### config.mk
export PLATFORM = sky130hd
export DESIGN_NAME = tff_mod_counter
export DESIGN_NICKNAME = d
export VERILOG_FILES = /design/src/rtl/tff_mod_counter.sv
export SDC_FILE = /design/constraint.sdc
export NUM_CORES = 1
export LEC_CHECK = 0
export BUFFER_PORTS_ARGS = -buffer_cell sky130_fd_sc_hd__buf_2
export CAP_MARGIN = 20
export CORE_MARGIN = 4
export CORE_UTILIZATION = 45
export CTS_BUF_LIST = sky130_fd_sc_hd__clkbuf_4 sky130_fd_sc_hd__clkbuf_8 sky130_fd_sc_hd__clkbuf_16
export CTS_CLUSTER_SIZE = 40
export DETAILED_ROUTE_END_ITERATION = 6
export PLACE_DENSITY = 0.73
export SYNTH_ARGS = -nofsm -noshare
export SYNTH_HDL_FRONTEND = slang
export SYNTH_SLANG_ARGS = --single-unit
export TNS_END_PERCENT = 1
### constraint.sdc
create_clock -name clk -period 2.4 [get_ports clk]
set_input_delay 0 -clock clk [delete_from_list [all_inputs] [get_ports clk]]
set_output_delay 0 -clock clk [all_outputs]
set_load 0.01 [all_outputs]
### src/rtl/tff_mod_counter.sv
// Modulo-MODULUS up/down counter whose storage is a bank of T cells (q <= q ^ t_vec).
// Optional TCNT_SAT_EN: continuous mode saturates at the terminal value instead of wrapping.
module tff_mod_counter #(
    parameter int WIDTH   = 4,
    parameter int MODULUS = 10
) (
    input  logic             clk,
    input  logic             rst,
    input  logic             start,
    input  logic             en,
    input  logic             up,
    input  logic             oneshot,
    input  logic             load,
    input  logic [WIDTH-1:0] din,
    output logic [WIDTH-1:0] t_vec,
    output logic [WIDTH-1:0] q,
    output logic [WIDTH-1:0] qbar,
    output logic             tc,
    output logic             done
);

    generate
        if (MODULUS < 2 || MODULUS > (1 << WIDTH)) begin : g_bad_modulus
            $error("tff_mod_counter: MODULUS must lie in 2..2**WIDTH");
        end
    endgenerate

    localparam logic [WIDTH-1:0] MAX_CNT = WIDTH'(MODULUS - 1);

    typedef enum logic [1:0] {
        IDLE = 2'd0,
        RUN  = 2'd1,
        DONE = 2'd2
    } state_t;

    state_t           state_q, state_d;
    logic [WIDTH-1:0] q_q, q_d;
    logic             done_q;
    logic             at_term;

    always_comb begin
        q_d     = q_q;
        state_d = state_q;
        at_term = up ? (q_q == MAX_CNT) : (q_q == '0);
        tc      = (state_q == RUN) & en & ~load & at_term & ~rst;

        if (load) begin
            // Load wins over counting but still lets start leave IDLE/DONE.
            q_d = (din > MAX_CNT) ? MAX_CNT : din;
            if (start && state_q != RUN) begin
                state_d = RUN;
            end
        end else if (state_q != RUN) begin
            if (start) begin
                state_d = RUN;
            end
        end else if (en) begin
            if (at_term) begin
                if (oneshot) begin
                    state_d = DONE;
                end else begin
`ifdef TCNT_SAT_EN
                    q_d = q_q;
`else
                    q_d = up ? '0 : MAX_CNT;
`endif
                end
            end else begin
                q_d = up ? (q_q + 1'b1) : (q_q - 1'b1);
            end
        end

        // The cells only ever see toggles; the next count is reached by flipping differing bits.
        t_vec = rst ? '0 : (q_q ^ q_d);
    end

    always_ff @(posedge clk or posedge rst) begin
        if (rst) begin
            state_q <= IDLE;
            q_q     <= '0;
            done_q  <= 1'b0;
        end else begin
            state_q <= state_d;
            q_q     <= q_q ^ t_vec;
            done_q  <= (state_d == DONE);
        end
    end

    assign q    = q_q;
    assign qbar = ~q_q;
    assign done = done_q;

endmodule

Yosys cells after proc, flatten, opt, wreduce, memory -nomap -nowiden

Cells that the tools add are included.

Bits in registers: 7
Output and inout bits: 14
Logic and storage cells: 38
Bits of input ports: 11

Eq/ne operators: 4
$add $sub $neg: 2
Magnitude comparators: 1
Reductions and logical operators: 2
Muxes and demuxes: 17
Bitwise logic cells: 9

Operator list:

| cell                                                                    | number |
|---|---|
| 4-bit two-way mux                                                       | 9 |
| 2-bit two-way mux                                                       | 7 |
| 4-bit bitwise XOR                                                       | 2 |
| 4-bit by 1-bit adder with 4-bit output, second input constant           | 1 |
| 1-bit bitwise AND                                                       | 4 |
| 4-bit equality test, second input constant                              | 1 |
| 4-bit greater-than comparator, second input constant                    | 1 |
| 4-bit zero test                                                         | 1 |
| 4-bit inverter                                                          | 1 |
| 4-bit by 1-bit subtractor with 4-bit output, second input constant      | 1 |
| 2-bit by 1-bit equality test with 1-bit output, second input constant   | 1 |
| 2-bit equality test, second input constant                              | 1 |
| 2-bit by 1-bit inequality test with 1-bit output, second input constant | 1 |
| 1-bit inverter                                                          | 2 |
| 1-bit logical AND                                                       | 1 |
| 1-bit two-way mux                                                       | 1 |

Logic depth before layout (Yosys ltp)

Gate-level depths: netlist of the first run.

Word-level depth: 9
Gate-level depth with buffers: 7

Least setup slack after synthesis of the first run

OpenSTA, ideal clock, no wires.

Path kind: register to output
Start: register q_q[0], in the netlist q[0]
End: output port t_vec[1]
Arrival time: 1.939 ns
Setup slack: 0.461 ns
Cell stages (with the launch flop): 7
Cell sequence: dfrtp_1 buf_4 inv_1 fa_1 o31a_1 a2bb2oi_2 mux2_1

Word-level cells in the longest chain between the ends: 8
Elaborated cells between the ends (all ways): 12
Classes of those cells: add/sub: 2; eq/ne: 1; mux: 7; bitwise: 1; reduce/logical: 1

RTL lines:

| what                                                                      | RTL line | text |
|---|---|---|
| from (decl)                                                               | 37       | `logic [WIDTH-1:0] q_q, q_d;` |
| from (signal assigned)                                                    | 84       | `q_q <= q_q ^ t_vec;` |
| 4-bit by 1-bit subtractor with 4-bit output, or another cell as far along | 69       | `q_d = up ? (q_q + 1'b1) : (q_q - 1'b1);` |
| 4-bit two-way mux or 1-bit two-way mux (tied branches)                    | 69, 44   |  |
| 4-bit two-way mux *                                                       | 58       | `if (at_term) begin` |
| 4-bit two-way mux *                                                       | 57       | `end else if (en) begin` |
| 4-bit two-way mux *                                                       | 53       | `end else if (state_q != RUN) begin` |
| 4-bit two-way mux *                                                       | 47       | `if (load) begin` |
| 4-bit bitwise XOR *                                                       | 74       | `t_vec = rst ? '0 : (q_q ^ q_d);` |
| 4-bit two-way mux *                                                       | 74       |  |
| to (decl)                                                                 | 15       | `output logic [WIDTH-1:0] t_vec,` |

Every way passes the cells marked *; elsewhere a longest branch is shown, timed or not.

Final worst setup path of the first run

Start: register q_q[2], in the netlist q[2]
End: output port t_vec[3]

The elaborated chain is that of the path after synthesis.

==> results of run 1 <==
[tightest hold or removal path: cells and delay by family]
kind / cells / cell delay (ps)
buf+inv: 1 / 90
simple gates: 2 / 140
[stage by stage]
step,hold slack [ps],TNS [ps],area (um2),utilization [%],cells
2_1_floorplan,25.91,0,699.4,-,84
3_5_place_dp,40.30,0,818.3,59.19,120
3_3_place_gp,34.20,0,818.3,59.19,120
6_report,22.78,0,859.6,62.17,125
5_1_grt,27.96,-7.392,859.6,62.17,125
4_1_cts,17.23,0,859.6,62.17,125
[what timing repair did]
| item | in CTS | in global routing |
|---|---|---|
| setup buffers | 0 | 0 |
| hold buffers | 1 | 0 |
| endpoints found under the setup margin | 1 | 2 |
| resized for setup | 1 | 1 |
| endpoints found under the hold margin | 7 | 0 |
[layout by cell type, fill, tap and decap left out, drive strengths merged, types with 2 or more instances in the layout]
master  netlist  final
a21boi        2      2
mux2i         2      2
a21o          3      3
nor3          3      3
a21oi         4      4
o21ai         2      2
buf           3     25
nand3         3      3
nor2         13     13
nand2         5      5
dfrtp         7      7
mux2          4      4
inv           8      8
clkbuf        1      4
ha            2      2
[power by group through the flow]
stage,Sequential (mW),Clock (mW),Combinational [mW]
after floorplan,0.166,0,0.231
after global placement,0.169,0,0.311
after detailed placement,0.170,0,0.319
after CTS,0.169,0.125,0.322
after global routing,0.175,0.134,0.358
final,0.170,0.120,0.321
[worst min-delay path by stage]
stage,depth (start not counted),from,slack [ps],to
floorplan,2,rst,30,async pin
finish,3,start,20,state_q[0]
detailed placement,2,rst,40,q[2]
global route,3,start,30,state_q[0]
CTS,3,start,20,state_q[0]
global placement,2,rst,30,q[2]
[cell type report]
cell class,instances,area share [%]
Clock buffer,4,3.493
Inverter,9,3.930
Multi-Input combinational cell,64,53.86
Sequential cell,7,20.52
Tap cell,15,2.183
Timing Repair Buffer,26,16.01
[layer usage]
| metal | global-route usage, % | part of all wire [%] | vias to the layer above |
|---|---|---|---|
| met5 | 0 | 0 | - |
| met4 | 6.630 | 0.76 | 0 |
| met1 | 22.35 | 46 | 327 |
| met2 | 32.35 | 47 | 30 |
| met3 | 3.383 | 6.8 | 2 |
| li1 | - | - | 359 |
[kinds of logic after synthesis]
kind of cell / Yosys count
AOI/OAI and AO/OA: 23
xor gates and xnor gates: 1
muxes: 6
buffers and inverters: 13
DFF: 7
adders and majority gates: 3
and+or+nand+nor: 31
==> results.py, run 1 <==
metrics = {
    "yosys": {
        "ys_seq_area_share_pct": 25.04,
        "synth_top_family_by_area": "compound AO/OA/AOI/OAI gates",
        "netlist_instances": 84,
        "synth_mux_area_share_pct": 9.839,
        "synth_edf_count": 0,
        "ys_ff_latch": 7,
        "synth_area_um2": 699.4,
        "synth_area_leader_cell": "dfrtp_1",
        "synthAdderAreaFrac_pct": 6.440,
        "yosysMostFrequentCell": "nor2_1",
        "synthArstFlopShare_pct": 100.0,
        "synthSimpleGateAreaFrac_pct": 22.54,
        "synth_top_area_share_pct": 25.04,
        "synth.area.top_cells": "dfrtp_1, nor2_1, inv_1",
        "synth.avg_cell_area_um2": 8.326,
        "synth_xor_xnor_area_share_pct": 1.252,
        "yosys.cell_types.count": 42,
        "synth_common_cells": "nor2_1, inv_1, dfrtp_1",
        "synth_warnings": 0,
        "synthesis.nets": 98,
        "synth-compound-area-share_pct": 26.12,
        "ys_dominant_reg_cell": "dfrtp_1",
    },
    "pwr": {
        "leakagePower_nw": 0.4387,
        "p_clk_share_pct": 19.6,
        "p_seq_share_pct": 27.8,
        "p_int_uw": 359.7,
        "pwr_density_cell_mw_per_mm2": 711.4,
        "sw_frac_of_total_pct": 41.18,
        "pwr-share-comb_pct": 52.6,
        "p_sw_uw": 251.8,
        "peakVddDrop_v": 0.0004437,
        "total_power_uw": 611.5,
    },
    "cells_and_area": {
        "multi_input_area_um2": 462.9,
        "area_growth_pct": 22.90,
        "fillCellCount": 128,
        "diodes": 0,
        "regArea_um2": 176.4,
        "drive_gt1_share_pct": 33.64,
        "fin_nets": 125,
    },
    "worst_setup_path": {
        "max_stage_delay_ps": 400,
        "rrSetupSlack_ps": 500,
        "timing.rr.end": "q[0]",
        "cp.depth": 7,
        "worstPathCellList": "ha_1, a21oi_1, nand2_1, a311oi_1, a21boi_0, o221a_2, buf_2",
        "cp.required_ps": 2400,
        "r2r_cells": 6,
        "cp.arrival_ps": 2300,
        "critical-path-slowest-cell": "a311oi_1",
        "crit_family": "compound AO/OA/AOI/OAI gates",
        "r2r-start": "q[2]",
        "critPathLaunchType": "flip-flop",
        "startpoint": "q[2]",
        "critPathKind": "reg2out",
        "endpoint": "t_vec[3]",
        "cp_max_fo": 3,
        "worst-path-buf-inv": 1,
        "critPathCaptureType": "primary output",
    },
    "timing": {
        "hold_viol": 0,
        "slew_headroom_pct": 74.54,
        "final.setup.worst_slack_ps": 96.79,
        "drv_slew": 0,
        "skew_ps": 7.951,
        "period_needed_ps": 2303,
        "period_share_pct": 95.97,
        "fmax_ghz": 0.4342,
        "rsz0062_at_grt": "yes",
        "tightest_slew_ps": 379.4,
        "setup_violations": 0,
    },
    "detailed_routing": {
        "viasPerCell": 5.744,
        "wl_um": 1712,
        "first_iter_violations": 16,
        "vias": 718,
        "ant_nets": 0,
        "wl_per_cell_um": 13.70,
        "first_pass_iters": 6,
        "route.detailed.drc": 0,
    },
    "global_route": {
        "grtUsageTotal_pct": 18.46,
        "grt_antenna_before_repair": 0,
        "grt_overflow_total": 0,
        "grt_pass1_vias": 683,
        "grt_max_degree": 12,
        "grt_pass1_wl_um": 2870,
    },
    "place": {
        "dpl.hpwl_um": 1400,
        "preCtsSetupSlack_ps": 279.7,
        "port_buffers": 24,
        "gp_congestion": 0.8190,
    },
    "floorplanning": {
        "dieWidth_um": 47.43,
        "die_height_um": 47.43,
        "core_area_mm2": 0.001383,
        "ios": 25,
        "initial_core_util_pct": 50.59,
        "die_area_mm2": 0.002249,
        "rows": 13,
    },
    "clock_network": {
        "cts.sinks": 7,
        "cts_tree": "built",
        "path_clk_slew_ps": 60,
        "cts_buffers": 3,
        "htreeDepth": 1,
        "clk-insertion-delay-late_ps": 250,
        "cts-root-buf": "clkbuf_4",
        "cts_buffer_depth": 2,
    },
    "status": {
        "status": "finished clean",
    },
    "flow_run": {
        "cap_violations": 0,
    },
    "min_path": {
        "hold_path_class": "in2reg",
    },
}
No activity file was read; power rests on OpenSTA's default activity.
==> inputs of run 2 (changes only) <==
--- a/config.mk
+++ b/config.mk
@@ -7,11 +7,12 @@
 export LEC_CHECK = 0
 export BUFFER_PORTS_ARGS = -buffer_cell sky130_fd_sc_hd__buf_2
 export CAP_MARGIN = 20
-export CORE_MARGIN = 4
+export CORE_MARGIN = 1
 export CORE_UTILIZATION = 45
 export CTS_BUF_LIST = sky130_fd_sc_hd__clkbuf_4 sky130_fd_sc_hd__clkbuf_8 sky130_fd_sc_hd__clkbuf_16
 export CTS_CLUSTER_SIZE = 40
 export DETAILED_ROUTE_END_ITERATION = 6
+export GPL_ROUTABILITY_DRIVEN = 0
 export PLACE_DENSITY = 0.73
 export SYNTH_ARGS = -nofsm -noshare
 export SYNTH_HDL_FRONTEND = slang
==> run 2 against run 1 <==
  * Sequential power about the same
  * Power increased by 3.4%
  * Critical path depth fell by 1
  * Setup slack better by 54 ps
  * Global-route usage increased by 3.2 points
  * Wire length is 2.0% higher
  * Final area rose by 3.1%
  * Final cell count up 1.6%
  * Flip-flop and latch count did not move
  * Die area down 24%
  * Clock-buffer cell count is the same
  * Largest power group unchanged
  * Highest routed layer unchanged
==> results.py, run 2 (synthesis results as in run 1) <==
metrics = {
    "global_route": {
        "grt_max_degree": 12,
        "grtUsageTotal_pct": 21.64,
        "top_usage_layer": "met2",
        "grt_pass1_wl_um": 2849,
        "use_met3_pct": 4.348,
        "met2_usage_pct": 37.19,
        "grtUsageMet1_pct": 25.75,
        "grt_pass1_vias": 668,
        "grt_antenna_before_repair": 0,
        "grt_overflow_total": 0,
    },
    "detailed_routing": {
        "ant_nets": 0,
        "first_pass_iters": 4,
        "wl_um": 1746,
        "wl_per_cell_um": 13.75,
        "vias": 731,
        "first_iter_violations": 20,
        "route.detailed.drc": 0,
        "viasPerCell": 5.756,
    },
    "floorplanning": {
        "die_area_mm2": 0.001716,
        "die_height_um": 41.43,
        "core_area_mm2": 0.001366,
        "initial_core_util_pct": 51.19,
        "rows": 13,
        "dieWidth_um": 41.43,
        "ios": 25,
    },
    "timing": {
        "fmax_ghz": 0.4447,
        "tns_ps": 0,
        "skew_ps": 0.08124,
        "hold_viol": 0,
        "period_needed_ps": 2249,
        "rsz0062_at_grt": "no",
        "tightest_slew_ps": 403.9,
        "period_share_pct": 93.70,
        "drv_slew": 0,
        "holdWs_ps": 5.699,
        "setup_violations": 0,
        "slew_headroom_pct": 72.91,
    },
    "clock_network": {
        "cts-root-buf": "clkbuf_4",
        "cts_buffers": 3,
        "cts_buffer_depth": 2,
        "htreeDepth": 1,
        "path_clk_slew_ps": 50,
        "cts.sinks": 7,
        "clk-insertion-delay-late_ps": 250,
        "cts_tree": "built",
    },
    "cells_and_area": {
        "diodes": 0,
        "fin_nets": 127,
        "fillCellCount": 135,
        "drive_gt1_share_pct": 36.61,
        "final_cell_mix": "buf_2, nor2_1, inv_1, nand2_1, dfrtp_1",
        "area_growth_pct": 26.65,
        "layout_commonest_cell": "buf_2",
    },
    "worst_setup_path": {
        "cp.arrival_ps": 2250,
        "cp_max_fo": 10,
        "critPathKind": "reg2out",
        "cp.required_ps": 2400,
        "r2r-start": "q[2]",
        "critPathCaptureType": "primary output",
        "critPathLaunchType": "flip-flop",
    },
    "flow_run": {
        "cap_violations": 0,
    },
    "min_path": {
        "hold_path_class": "in2reg",
        "hold_start": "start",
    },
    "pwr": {
        "leakagePower_nw": 0.4500,
        "pwr-share-comb_pct": 54.6,
        "peakVddDrop_v": 0.0004906,
        "sw_frac_of_total_pct": 41.08,
        "p_sw_uw": 259.9,
        "p_clk_share_pct": 18.7,
        "p_seq_share_pct": 26.6,
        "pwr_density_cell_mw_per_mm2": 714.1,
        "p_int_uw": 372.7,
    },
    "status": {
        "status": "finished clean",
    },
    "place": {
        "port_buffers": 24,
        "dpl.hpwl_um": 1351,
    },
}
[run 2: worst max-delay path: stages, from the launching register on]
cell       delay, ps
dfrtp_1          470
or3_4            440
a21boi_1         250
o31a_1           180
a2bb2oi_2        180
mux2_1           330
buf_2            140
[run 2: stage by stage]
| stage | cells | setup WS, ps | total power [mW] | area [um2] | utilization, % |
|---|---|---|---|---|---|
| final | 127 | 151.3 | 0.6326 | 885.9 | 64.84 |
| after global routing | 127 | 41.20 | 0.6860 | 885.9 | 64.84 |
| after CTS | 125 | 3.371 | 0.6131 | 858.3 | 62.82 |
| after detailed placement | 120 | 279.6 | 0.4907 | 818.3 | 59.89 |
| after global placement | 120 | 285.4 | 0.4800 | 818.3 | 59.89 |
| after floorplan | 84 | 460.6 | 0.3969 | 699.4 | - |
[run 2: path summary, 6_finish.rpt]
path | end | slack (ps) | cells past startpoint
max | t_vec[1] | 150 | 6
min | state_q[0] | 6 | 3
max reg2reg | q[0] | 510 | 6
min reg2reg | done | 530 | 1
max in group asynchronous | q[1] | 1820 | 3
min in group asynchronous | async pin | 330 | 3
[run 2: layout make-up]
cell class	count	area [um2]	share of cell area [%]
clock buffers	4	30.03	3.390
well taps	15	18.77	2.119
inverters	9	33.78	3.814
repair buffers	28	152.6	17.23
multi-input cells	64	473.0	53.39
flip-flops and latches	7	177.7	20.06
[run 2: power groups by stage]
stage                     Clock [mW]  Combinational, mW  Sequential, mW
after CTS                      0.122              0.321           0.170
final                          0.119              0.346           0.168
after detailed placement           0              0.318           0.172
after floorplan                    0              0.231           0.166
after global routing           0.129              0.384           0.173
after global placement             0              0.309           0.171
[run 2: what timing repair did]
item,in CTS,in global routing
setup endpoints to repair,0,3
hold buffers,1,0
setup buffers,0,2
hold endpoints to repair,7,0
resized for setup,0,4
[run 2: per-layer routing]
layer / share of wire, % / vias up / wire (um)
met2: 48 / 31 / 835
met4: 1.2 / 0 / 21
met1: 45 / 333 / 790
met3: 5.6 / 4 / 98
met5: 0 / - / 0
li1: - / 363 / -
